## src/rtl/fetch_prefetch_queue.sv

```systemverilog
`default_nettype none
// +--------------------------------------------------------------------------+
// | fetch_prefetch_queue : {instr, next-PC} FIFO between fetch and IF/ID,    |
// | flushed in one cycle on a taken branch. Option macro: PREFETCH_BYPASS_EN |
// | Revision: 1.0                                                            |
// +--------------------------------------------------------------------------+
module fetch_prefetch_queue #(
  parameter int INSTR_W = 16,
  parameter int PC_W    = 10,
  parameter int DEPTH   = 4,
  parameter int CNT_W   = $clog2(DEPTH) + 1
) (
  input  logic               clk,
  input  logic               reset,
  input  logic               iFlush,
  input  logic               iValid,
  input  logic [INSTR_W-1:0] iInstr,
  input  logic [PC_W-1:0]    iNewPC,
  output logic               oReady,
  output logic               oValid,
  output logic [INSTR_W-1:0] oInstr,
  output logic [PC_W-1:0]    oNewPC,
  input  logic               iReady,
  output logic [CNT_W-1:0]   oCount,
  output logic               oOverflowErr
);

  localparam int             PTR_W       = $clog2(DEPTH);
  localparam logic [CNT_W-1:0] C_DEPTH_CNT = CNT_W'(DEPTH);

  logic [INSTR_W-1:0] r_instr [DEPTH];
  logic [PC_W-1:0]    r_pc    [DEPTH];
  logic [PTR_W-1:0]   r_rd_ptr;
  logic [PTR_W-1:0]   r_wr_ptr;
  logic [CNT_W-1:0]   r_count;
  logic               r_ovf;

  logic w_full;
  logic w_empty;
  logic w_fall;
  logic w_bypass;
  logic w_push;
  logic w_pop;

  always_comb begin
    w_full  = (r_count == C_DEPTH_CNT);
    w_empty = (r_count == '0);
`ifdef PREFETCH_BYPASS_EN
    // Empty queue presents the fetch word directly; if decode takes it, skip storage.
    w_fall   = w_empty & iValid & ~iFlush;
    w_bypass = w_fall & iReady;
`else
    w_fall   = 1'b0;
    w_bypass = 1'b0;
`endif
    w_push = iValid & ~w_full & ~w_bypass;
    w_pop  = ~w_empty & iReady;
  end

  always_comb begin
    oReady       = ~w_full;
    oCount       = r_count;
    oOverflowErr = r_ovf;
    oValid       = 1'b0;
    oInstr       = '0;
    oNewPC       = '0;
    if (!w_empty) begin
      oValid = 1'b1;
      oInstr = r_instr[r_rd_ptr];
      oNewPC = r_pc[r_rd_ptr];
    end else if (w_fall) begin
      oValid = 1'b1;
      oInstr = iInstr;
      oNewPC = iNewPC;
    end
  end

  always_ff @(posedge clk) begin
    if (reset) begin
      r_rd_ptr <= '0;
      r_wr_ptr <= '0;
      r_count  <= '0;
      r_ovf    <= 1'b0;
    end else begin
      if (iValid && w_full) begin
        r_ovf <= 1'b1;
      end
      if (iFlush) begin
        r_rd_ptr <= '0;
        r_wr_ptr <= '0;
        r_count  <= '0;
      end else begin
        if (w_push) begin
          r_wr_ptr <= r_wr_ptr + PTR_W'(1);
        end
        if (w_pop) begin
          r_rd_ptr <= r_rd_ptr + PTR_W'(1);
        end
        case ({w_push, w_pop})
          2'b10:   r_count <= r_count + CNT_W'(1);
          2'b01:   r_count <= r_count - CNT_W'(1);
          default: r_count <= r_count;
        endcase
      end
    end
  end

  // Storage needs no reset: reads are masked whenever the queue is empty.
  always_ff @(posedge clk) begin
    if (!reset && !iFlush && w_push) begin
      r_instr[r_wr_ptr] <= iInstr;
      r_pc[r_wr_ptr]    <= iNewPC;
    end
  end

endmodule
`default_nettype wire

```

## config.mk

```make
export PLATFORM = sky130hd
export DESIGN_NAME = fetch_prefetch_queue
export DESIGN_NICKNAME = d
export VERILOG_FILES = /design/src/rtl/fetch_prefetch_queue.sv
export SDC_FILE = /design/constraint.sdc
export NUM_CORES = 1
export LEC_CHECK = 0
export ABC_AREA = 1
export BUFFER_PORTS_ARGS = -buffer_cell sky130_fd_sc_hd__buf_2
export CORE_UTILIZATION = 30
export DETAILED_ROUTE_END_ITERATION = 6
export PLACE_DENSITY_LB_ADDON = 0.12
export SETUP_SLACK_MARGIN = 0.5
export SLEW_MARGIN = 20
export SYNTH_ARGS = -nofsm -noshare
export SYNTH_HDL_FRONTEND = slang
export SYNTH_SLANG_ARGS = --single-unit
```

## constraint.sdc

```tcl
create_clock -name clk -period 5.5 [get_ports clk]
set_clock_uncertainty 0.05 [all_clocks]
set_input_delay 0.275 -clock clk [delete_from_list [all_inputs] [get_ports clk]]
set_output_delay 0.275 -clock clk [all_outputs]
set_load 0.05 [all_outputs]
```

==> run summary, run 1 <==
Routed vias: 2970
Final WL: 9.979 mm
Max cap viols: 0
Clock buffer depth: 2
Fmax achieved: 401.7 MHz
Cell variety after synth: 21
Clock Root Buffer: clkbuf_16
Starting Density: 31.21%
Gr usage total: 13.74%
Cell Rows: 44
CP Capture Type: primary output
1st-iter DRT viols: 185
Static leakage: 2.048 nW
First-pass GRT wire length: 16.03 mm
Share of cells above drive strength 1: 21.43%
HP Class: primary input to flop
#FFs+latches synth: 114
P&R area growth vs syn: 20.57%
Slew Viols, Final: 0
Final min period: 2.489 ns
Worst-path clk slew: 0.05 ns
Multi-input logic area: 1091 um2
Final instance area: 5552 um2
Dpl cells: 614
WL/cell: 15.42 um
Max_slew headroom: 38.78%
Core area: 14750 um2
Data required time of the worst path: 5.18 ns
Switch share: 24.05%
Synth async-reset ratio: 0%
Combinational power share: 8.1%
Worst-Margin Slew: 0.9161 ns
CP Launch Type: flop
Internal power: 1.554 mW
# DRC: 0
Die ar.: 15850 um2
Final Net Count: 487
Sequential share of the synthesized area: 72.17%
DIE HEIGHT: 125.9 um
Ys flop type: edfxtp_1
CTS tree: done
Most frequent cells in the layout: 114 x nor2_1, 104 x edfxtp_1, 62 x buf_2, 49 x o21ai_1, 29 x a21oi_1
Total gr overflow: 0
Cells after Synth: 385
Via count of the first global-routing pass: 3041
Placer Congestion: 0.7031
Clk sinks: 114
Area after DPL: 5051 um2
Peak VDD IR: 0.1807 mV
Pin count of the biggest net entering global routing: 54
Via density: 4.590
DP HPWL: 5.540 mm
Unrepaired setup endpoints after global routing: no
# setup viols final: 0
Clock Power Share: 44.6%
ANT nets after route: 0
Clk Latency, worst-skew pair: 0.41 ns
Mean Syn Cell Area: 11.96 um2
Finished Layout Cells: 647
CTS Buf Count: 17
Register area: 3327 um2
Critical path peak fanout: 53
I/O pin total: 63
TritonRoute pass-1 iters: 4
Sequential Power Share: 47.3%
Tot Pwr: 2.046 mW
H-tree Lvls: 4
Fillers: 1478
Hold Path Depth: 1
Critical Path AT: 2.16 ns
Die X: 125.9 um
Synthesized area: 4604 um2
Syn_nets: 422
Status: finished clean
# port buffers: 62
Worst reg2reg path depth: 4
Hold Vio Cnt, Final: 0
Fin crit share: 45.26%
Pwr Density: 368.6 nW/um2
Setup TNS: 0 ns
Most common library cell in the layout ignoring fill and taps: nor2_1
Critical path class: flop to primary output
Final core occ: 37.63%
Synth Warn #: 0
Psw: 0.4922 mW
Post-synth EDFFs: 104
Antenna violations before repair: 1
kinds of logic after synthesis:
kind of cell	count (synthesis)	share of synthesized area, %
flip-flops	114	72.17
buffers and inverters	40	4.782
AO/OA/AOI/OAI	85	9.402
AND/OR/NAND/NOR	140	11.85
adder cells (fa/ha/maj)	6	1.793
worst paths after layout:
check | start | endpoint | slack [ns]
min reg2reg | oOverflowErr$_SDFFE_PP0P_ | oOverflowErr$_SDFFE_PP0P_ | 0.39
min | iNewPC[6] | r_pc[2][6]$_DFFE_PP_ | 0.03
max | flop | oInstr[5] | 3.01
max reg2reg | oCount[1]$_SDFFE_PP0P_ | r_instr[3][2]$_DFFE_PP_ | 3.31
metal layers:
layer / track usage (%) / vias up / wire [um]
met5: 0 / - / 0
met4: 6.237 / 0 / 136
met3: 5.055 / 10 / 471
met2: 21.58 / 59 / 4712
met1: 16.89 / 1433 / 4658
li1: - / 1468 / -
power groups by stage:
stage          Combinational (mW)  Sequential (mW)  Clock (mW)
2_1_floorplan               0.117            0.984           0
3_3_place_gp                0.168            0.984           0
3_5_place_dp                0.170            0.984           0
4_1_cts                     0.170            0.967       0.930
5_1_grt                     0.182            0.968       0.964
6_report                    0.166            0.967       0.913
state kept, by name (all words and copies together), names as in the netlist, named ones only:
name and cells:
oCount 3, r_rd_ptr 2, oOverflowErr 1, r_pc 40, r_wr_ptr 2, r_instr 64
cells in the mapped netlist, drive strengths merged, types with 4 or more instances:
library cell	n	area [um2]
nor2	119	454.2
edfxtp	104	3123
nand3	5	25.02
dfxtp	10	200.2
a21oi	31	162.7
nand2	15	58.81
clkbuf	4	20.02
buf	14	112.6
inv	22	87.58
o21ai	54	270.3
ha	5	62.56
cell type report:
class                           instances  share of cell area [%]
Tap cell                              184                   4.147
Antenna cell                            1                 0.04508
Multi-Input combinational cell        231                   19.65
Clock buffer                           21                   7.933
Sequential cell                       114                   59.93
Clock inverter                         10                  0.8114
Timing Repair Buffer                   64                   5.905
Inverter                               22                   1.578
per-stage QoR:
| stage | setup slack [ns] | hold WS, ns |
|---|---|---|
| floorplan | 2.820 | 0.2941 |
| global placement | 3.041 | 0.3790 |
| detailed placement | 2.995 | 0.3883 |
| CTS | 2.539 | 0.01861 |
| global route | 2.759 | 0.01692 |
| finish | 3.011 | 0.03274 |
what timing repair did:
item | CTS | global route
hold buffers | 1 | 0
hold endpoints to repair | 1 | 0
buffers inserted | 0 | 0
gates resized for setup | 0 | 0
setup endpoints to repair | 0 | 0
critical path: stages (launching register included):
cell	delay, ns
dfxtp_4	0.52
inv_4	0.51
o21ai_1	0.15
a21oi_1	0.25
buf_2	0.31
(Power assumes the default switching activity.)
==> run 2: changes to the inputs <==
--- a/config.mk
+++ b/config.mk
@@ -5,7 +5,7 @@
 export SDC_FILE = /design/constraint.sdc
 export NUM_CORES = 1
 export LEC_CHECK = 0
-export ABC_AREA = 1
+export ABC_AREA = 0
 export BUFFER_PORTS_ARGS = -buffer_cell sky130_fd_sc_hd__buf_2
 export CORE_UTILIZATION = 30
 export DETAILED_ROUTE_END_ITERATION = 6
==> constraint.sdc (replaced) <==
create_clock -name clk -period 2.55 [get_ports clk]
set_clock_uncertainty 0.05 [all_clocks]
set_input_delay 0.1275 -clock clk [delete_from_list [all_inputs] [get_ports clk]]
set_output_delay 0.1275 -clock clk [all_outputs]
set_load 0.05 [all_outputs]
==> run 2 against run 1 <==
  * Sequential share of layout area decreased by 8.1 points
  * Die area decreased by 2.8%
  * Via count decreased by 20%
  * Clock power increased to 2.6 times the previous value
  * Core utilization increased by 6.7 points
  * Hold slack improved by 0.028 ns
  * Sequential power increased by 110%
  * First-iteration DRC count decreased by 48%
  * Combinational power increased to 2.6 times the previous value
  * Area after synthesis decreased by 2.9%
  * Cell count decreased by 17%
  * Largest cell class unchanged
  * Highest routed layer unchanged
==> run summary, run 2 <==
CTS Buf Count: 17
Setup TNS: 0 ns
Ant diodes: 0
Mux contribution to synthesized area: 13.09%
1st-iter DRT viols: 96
Final WL: 9.080 mm
Data required time of the worst path: 2.84 ns
CP Cell Sequence: or3b_4 -> and2_4 -> inv_4 -> ha_4 -> inv_2 -> fa_2 -> xor2_2 -> or3_4 -> a21oi_2
Synth async-reset ratio: 0%
# port buffers: 62
ANT nets after route: 0
Clock Root Buffer: clkbuf_16
Worst-path clk slew: 0.05 ns
Dpl cells: 463
Synth Area in Adders: 1.846%
Critical path class: flop to flop
CTS tree: done
First-pass GRT wire length: 13.63 mm
Hold Vio Cnt, Final: 0
Critical Path AT: 2.51 ns
Most common library cell in the layout ignoring fill and taps: edfxtp_1
Synth top cells by count: 104 x edfxtp_1, 26 x mux4_2, 26 x nor2b_1, 10 x dfxtp_1, 7 x inv_1
Finished Layout Cells: 534
Cell variety after synth: 31
Hold Path Depth: 3
Crit path max-delay cell type: or3b_4
Die X: 124.1 um
Simple-gate share of the synthesized area: 6.601%
Most frequent cells in the layout: 104 x edfxtp_1, 39 x buf_2, 28 x dlygate4sd3_1, 26 x mux4_2
Pin count of the biggest net entering global routing: 31
DIE HEIGHT: 124.1 um
Critical path peak fanout: 4
I/O pin total: 63
CP Capture Type: flop
Clk Latency, worst-skew pair: 0.41 ns
Via count of the first global-routing pass: 2485
DP HPWL: 5.192 mm
Unrepaired setup endpoints after global routing: yes
Static leakage: 2.276 nW
DRT met1 WL: 4.165 mm
# setup viols final: 0
Clk sinks: 114
Core area: 14530 um2
# DRC: 0
Reg with most FFs: r_instr
#FFs+latches synth: 114
Cell Rows: 44
Peak VDD IR: 0.3697 mV
Max cap viols: 0
Status: finished clean
Sequential share of the synthesized area: 74.29%
Gr usage total: 13.13%
Slew Viols, Final: 0
Routed wl met3: 485 um
P&R area growth vs syn: 44.14%
Final setup margin: 0.3288 ns
Final min period: 2.221 ns
Placer Congestion: 0.7337
Clock buffer depth: 2
HP Class: primary input to flop
Worst reg2reg path depth: 9
Main combinational cell family by area after synthesis: multiplexers
Worst-Margin Slew: 0.4877 ns
Synth Warn #: 0
Max FFs per register: 64
Syn_nets: 261
Synth top area share: 69.82%
Buf/Inv on CP: 2
Cell family with most CP delay: simple AND/OR/NAND/NOR gates
DR WL met2: 4.277 mm
H-tree Lvls: 4
Stages on the worst setup path: 9
WL/cell: 17.00 um
Fmax achieved: 450.2 MHz
Post-synth EDFFs: 104
Pwr Density: 758.5 nW/um2
Die ar.: 15400 um2
Ranking of synthesized cells by area: edfxtp_1 70%, mux4_2 13%, dfxtp_1 4.5%
Worst path max stage delay: 0.40 ns
XOR/XNOR share of the synthesized area: 0.3916%
Mean Syn Cell Area: 19.97 um2
Starting Density: 30.78%
TritonRoute pass-1 iters: 4
Ys flop type: edfxtp_1
Max_slew headroom: 67.37%
Area leader, netlist: edfxtp_1
Via density: 4.470
Total gr overflow: 0
Synth Area in Compound Gates: 1.566%
Max layer used: met4
Antenna violations before repair: 0
Cells after Synth: 224
Final Net Count: 374
Share of cells above drive strength 1: 50.00%
CP Launch Type: flop
Most frequent cell after synthesis: edfxtp_1
Fin crit share: 87.10%
Synthesized area: 4473 um2
Routed vias: 2387
Pre-CTS WS: 0.2222 ns
run 2: changes by cell type after synthesis, moves of 11 or more:
| cell | change |
|---|---|
| inv_1 | -11 |
| nor2b_1 | +26 |
| o21ai_1 | -49 |
| a21oi_1 | -25 |
| nor2_1 | -113 |
| mux4_2 | +26 |
| nand2_1 | -12 |
run 2: cell families (layout without fill, tap and decap cells):
| family | Yosys count | after routing |
|---|---|---|
| flops | 114 | 114 |
| simple gates | 47 | 47 |
| mux | 26 | 26 |
| buf+inv | 18 | 144 |
| compound gates | 11 | 11 |
| fa+ha+maj | 6 | 6 |
| xor+xnor | 2 | 2 |
run 2: worst register-to-register path, stage by stage, from the launching register on:
cell and delay (ns):
dfxtp_4 0.34, or3b_4 0.40, and2_4 0.16, inv_4 0.05, ha_4 0.13, inv_2 0.03
fa_2 0.35, xor2_2 0.16, or3_4 0.33, a21oi_2 0.15
run 2: final timing paths:
| check | end | startpoint | slack, ns |
|---|---|---|---|
| worst max-delay path | oCount[2]$_SDFFE_PP0P_ | oCount[1]$_SDFFE_PP0P_ | 0.33 |
| worst min-delay path | r_rd_ptr[0]$_SDFFE_PP0P_ | iReady | 0.06 |
| worst max register to register | oCount[2]$_SDFFE_PP0P_ | oCount[1]$_SDFFE_PP0P_ | 0.33 |
| worst min register to register | oOverflowErr$_SDFFE_PP0P_ | oOverflowErr$_SDFFE_PP0P_ | 0.43 |
run 2: area by class of cell:
| type | instances | area (um2) |
|---|---|---|
| fill | 1284 | 8087 |
| clock inverter | 13 | 166.4 |
| clock buffer | 19 | 432.9 |
| timing repair buffer | 105 | 982.2 |
| tap | 184 | 230.2 |
| inverter | 7 | 28.78 |
| multi-input combinational | 92 | 1265 |
| sequential | 114 | 3342 |
run 2: per-layer routing:
layer | vias up | track usage, %
met3 | 14 | 4.670
met5 | - | 0
met4 | 0 | 6.250
met2 | 68 | 20.86
li1 | 1112 | -
met1 | 1193 | 15.86
run 2: metrics by stage:
| step | utilization (%) | hold WS, ns | power [mW] | cell area (um2) |
|---|---|---|---|---|
| after floorplan | - | 0.1499 | 2.306 | 4507 |
| after global placement | 34.54 | 0.2632 | 2.404 | 5020 |
| after detailed placement | 34.54 | 0.2699 | 2.406 | 5020 |
| after CTS | 41.96 | 0.03288 | 4.861 | 6098 |
| after global routing | 44.36 | 0.07223 | 5.048 | 6447 |
| final | 44.36 | 0.06069 | 4.891 | 6447 |
run 2: repair_timing:
action,in CTS,in global routing
setup buffers,7,2
pin swaps,5,3
cloned,2,0
setup endpoints to repair,28,128
hold buffers,28,0
hold endpoints to repair,106,0
resized for setup,22,110
run 2: power by group:
| part | total [mW] | internal (mW) | switching [mW] |
|---|---|---|---|
| sequential | 2.07 | 2.06 | 0.00669 |
| clock | 2.39 | 1.61 | 0.782 |
| combinational | 0.430 | 0.185 | 0.245 |
==> run 3: changes to the inputs <==
--- a/config.mk
+++ b/config.mk
@@ -5,9 +5,9 @@
 export SDC_FILE = /design/constraint.sdc
 export NUM_CORES = 1
 export LEC_CHECK = 0
-export ABC_AREA = 0
+export ABC_AREA = 1
 export BUFFER_PORTS_ARGS = -buffer_cell sky130_fd_sc_hd__buf_2
-export CORE_UTILIZATION = 30
+export CORE_UTILIZATION = 55
 export DETAILED_ROUTE_END_ITERATION = 6
 export PLACE_DENSITY_LB_ADDON = 0.12
 export SETUP_SLACK_MARGIN = 0.5
==> run 3 against run 2 <==
  * Combinational power about the same
  * Cell area down 6.0%
  * Routed wire length up 6.5%
  * Non-clock buffer count up 3
  * Total power down 1.8%
  * Core utilization up 30 points
  * Die area down 43%
  * First-iteration DRC count rose to 2.5 times the previous value
  * Clock power down 4%
  * Sequential share of layout area up 3.2 points
  * Cell count up 15%
  * Largest cell class unchanged
==> run summary, run 3 (synthesized netlist as in run 1, its figures left out) <==
Routed vias: 3222
TritonRoute pass-1 iters: 6
CP Cell Sequence: buf_4 -> nor2_1 -> o21ai_1 -> a21oi_1 -> clkbuf_4
Clk Latency, worst-skew pair: 0.51 ns
Crit path max-delay cell type: dfxtp_4
Min Hold Slack: 0.3165 ns
Cell family with most CP delay: buffers and inverters
Critical path class: flop to primary output
Final Net Count: 531
Static leakage: 2.298 nW
Fin crit share: 78.16%
Die X: 93.50 um
Fmax achieved: 501.8 MHz
Max cap viols: 0
Slew Viols, Final: 0
Worst path max stage delay: 0.40 ns
Share of cells above drive strength 1: 25.05%
Starting Density: 56.32%
H-tree Lvls: 4
Core area: 8175 um2
P&R area growth vs syn: 31.63%
Clock buffer depth: 2
Dpl cells: 545
DP HPWL: 5.463 mm
Worst-Margin Slew: 0.4927 ns
Pre-CTS WS: 0.6875 ns
Final setup margin: 0.5570 ns
Critical path peak fanout: 15
Total gr overflow: 0
CTS Buf Count: 17
Busiest layer in global routing: met2
Unrepaired setup endpoints after global routing: yes
Data required time of the worst path: 2.37 ns
CP Launch Type: flop
Status: finished clean
Ant diodes: 0
CTS tree: done
DIE HEIGHT: 93.50 um
Via count of the first global-routing pass: 3134
Max_slew headroom: 67.11%
Max FFs per register: 64
CP Capture Type: primary output
# port buffers: 62
Critical Path AT: 1.82 ns
Cell Rows: 33
Placer Congestion: 0.7367
Worst-path clk slew: 0.06 ns
1st-iter DRT viols: 241
Clk sinks: 114
Gr usage total: 24.21%
Tot Pwr: 4.802 mW
Final WL: 9.672 mm
# setup viols final: 0
ANT nets after route: 0
I/O pin total: 63
Buf/Inv on CP: 2
GR Util met2: 38.48%
Hold Vio Cnt, Final: 0
Die ar.: 8741 um2
Finished Layout Cells: 612
Setup TNS: 0 ns
Pin count of the biggest net entering global routing: 53
Most frequent cells in the layout: 114 x nor2_1, 104 x edfxtp_1, 49 x o21ai_1, 43 x buf_2, 32 x dlygate4sd3_1
Clock Root Buffer: clkbuf_8
GR Layer Usage met1: 32.66%
Met3 usage: 5.854%
First-pass GRT wire length: 15.41 mm
WL/cell: 15.80 um
Final min period: 1.993 ns
Peak VDD IR: 0.5797 mV
Most common library cell in the layout ignoring fill and taps: nor2_1
Antenna violations before repair: 0
Reg with most FFs: r_instr
# DRC: 0
Via density: 5.265
HP Class: primary input to flop
Pwr Density: 792.3 nW/um2
[run 3: through the flow]
step | utilization, % | cell area (um2)
after floorplan | - | 4622
after global routing | 74.14 | 6061
final | 74.14 | 6061
after detailed placement | 61.65 | 5040
after global placement | 61.65 | 5040
after CTS | 73.71 | 6026
[run 3: worst register-to-register path, cell delays in order (launching register included)]
cell and delay [ns]:
dfxtp_2 0.37, nor2_4 0.06, a21oi_2 0.23, nand2_1 0.19, nor2_2 0.43, buf_4 0.25
[run 3: worst paths after layout]
kind | start | endpoint | slack (ns) | depth (start not counted)
worst max-delay path | flop | oInstr[5] | 0.56 | 5
worst min-delay path | iInstr[13] | r_instr[1][13]$_DFFE_PP_ | 0.32 | 2
worst max register to register | oCount[1]$_SDFFE_PP0P_ | r_pc[3][5]$_DFFE_PP_ | 0.67 | 5
worst min register to register | r_rd_ptr[1]$_SDFFE_PP0P_ | flop | 0.47 | 2
[run 3: per-layer routing]
| layer | share of wire (%) | vias to the layer above |
|---|---|---|
| met5 | 0 | - |
| met4 | 0.69 | 0 |
| met3 | 6.1 | 7 |
| met2 | 50 | 103 |
| met1 | 43 | 1555 |
| li1 | - | 1557 |
[run 3: area by class of cell]
class,count,area [um2]
flip-flops and latches,114,3334
repair buffers,108,832.0
fillers,537,2115
clock inverters,15,172.7
inverters,22,97.59
multi-input cells,231,1079
clock buffers,17,414.1
well taps,105,131.4
[run 3: what timing repair did]
item,4_1_cts,5_1_grt
gates resized for setup,16,16
hold buffers,32,0
hold endpoints to repair,114,0
gates cloned,1,0
pin swaps,0,0
buffers inserted,2,0
endpoints found under the setup margin,26,14
[run 3: report_power, final]
group	switching (mW)	internal, mW	total (mW)
Combinational	0.293	0.137	0.430
Clock	0.881	1.41	2.30
Sequential	0.0134	2.06	2.08
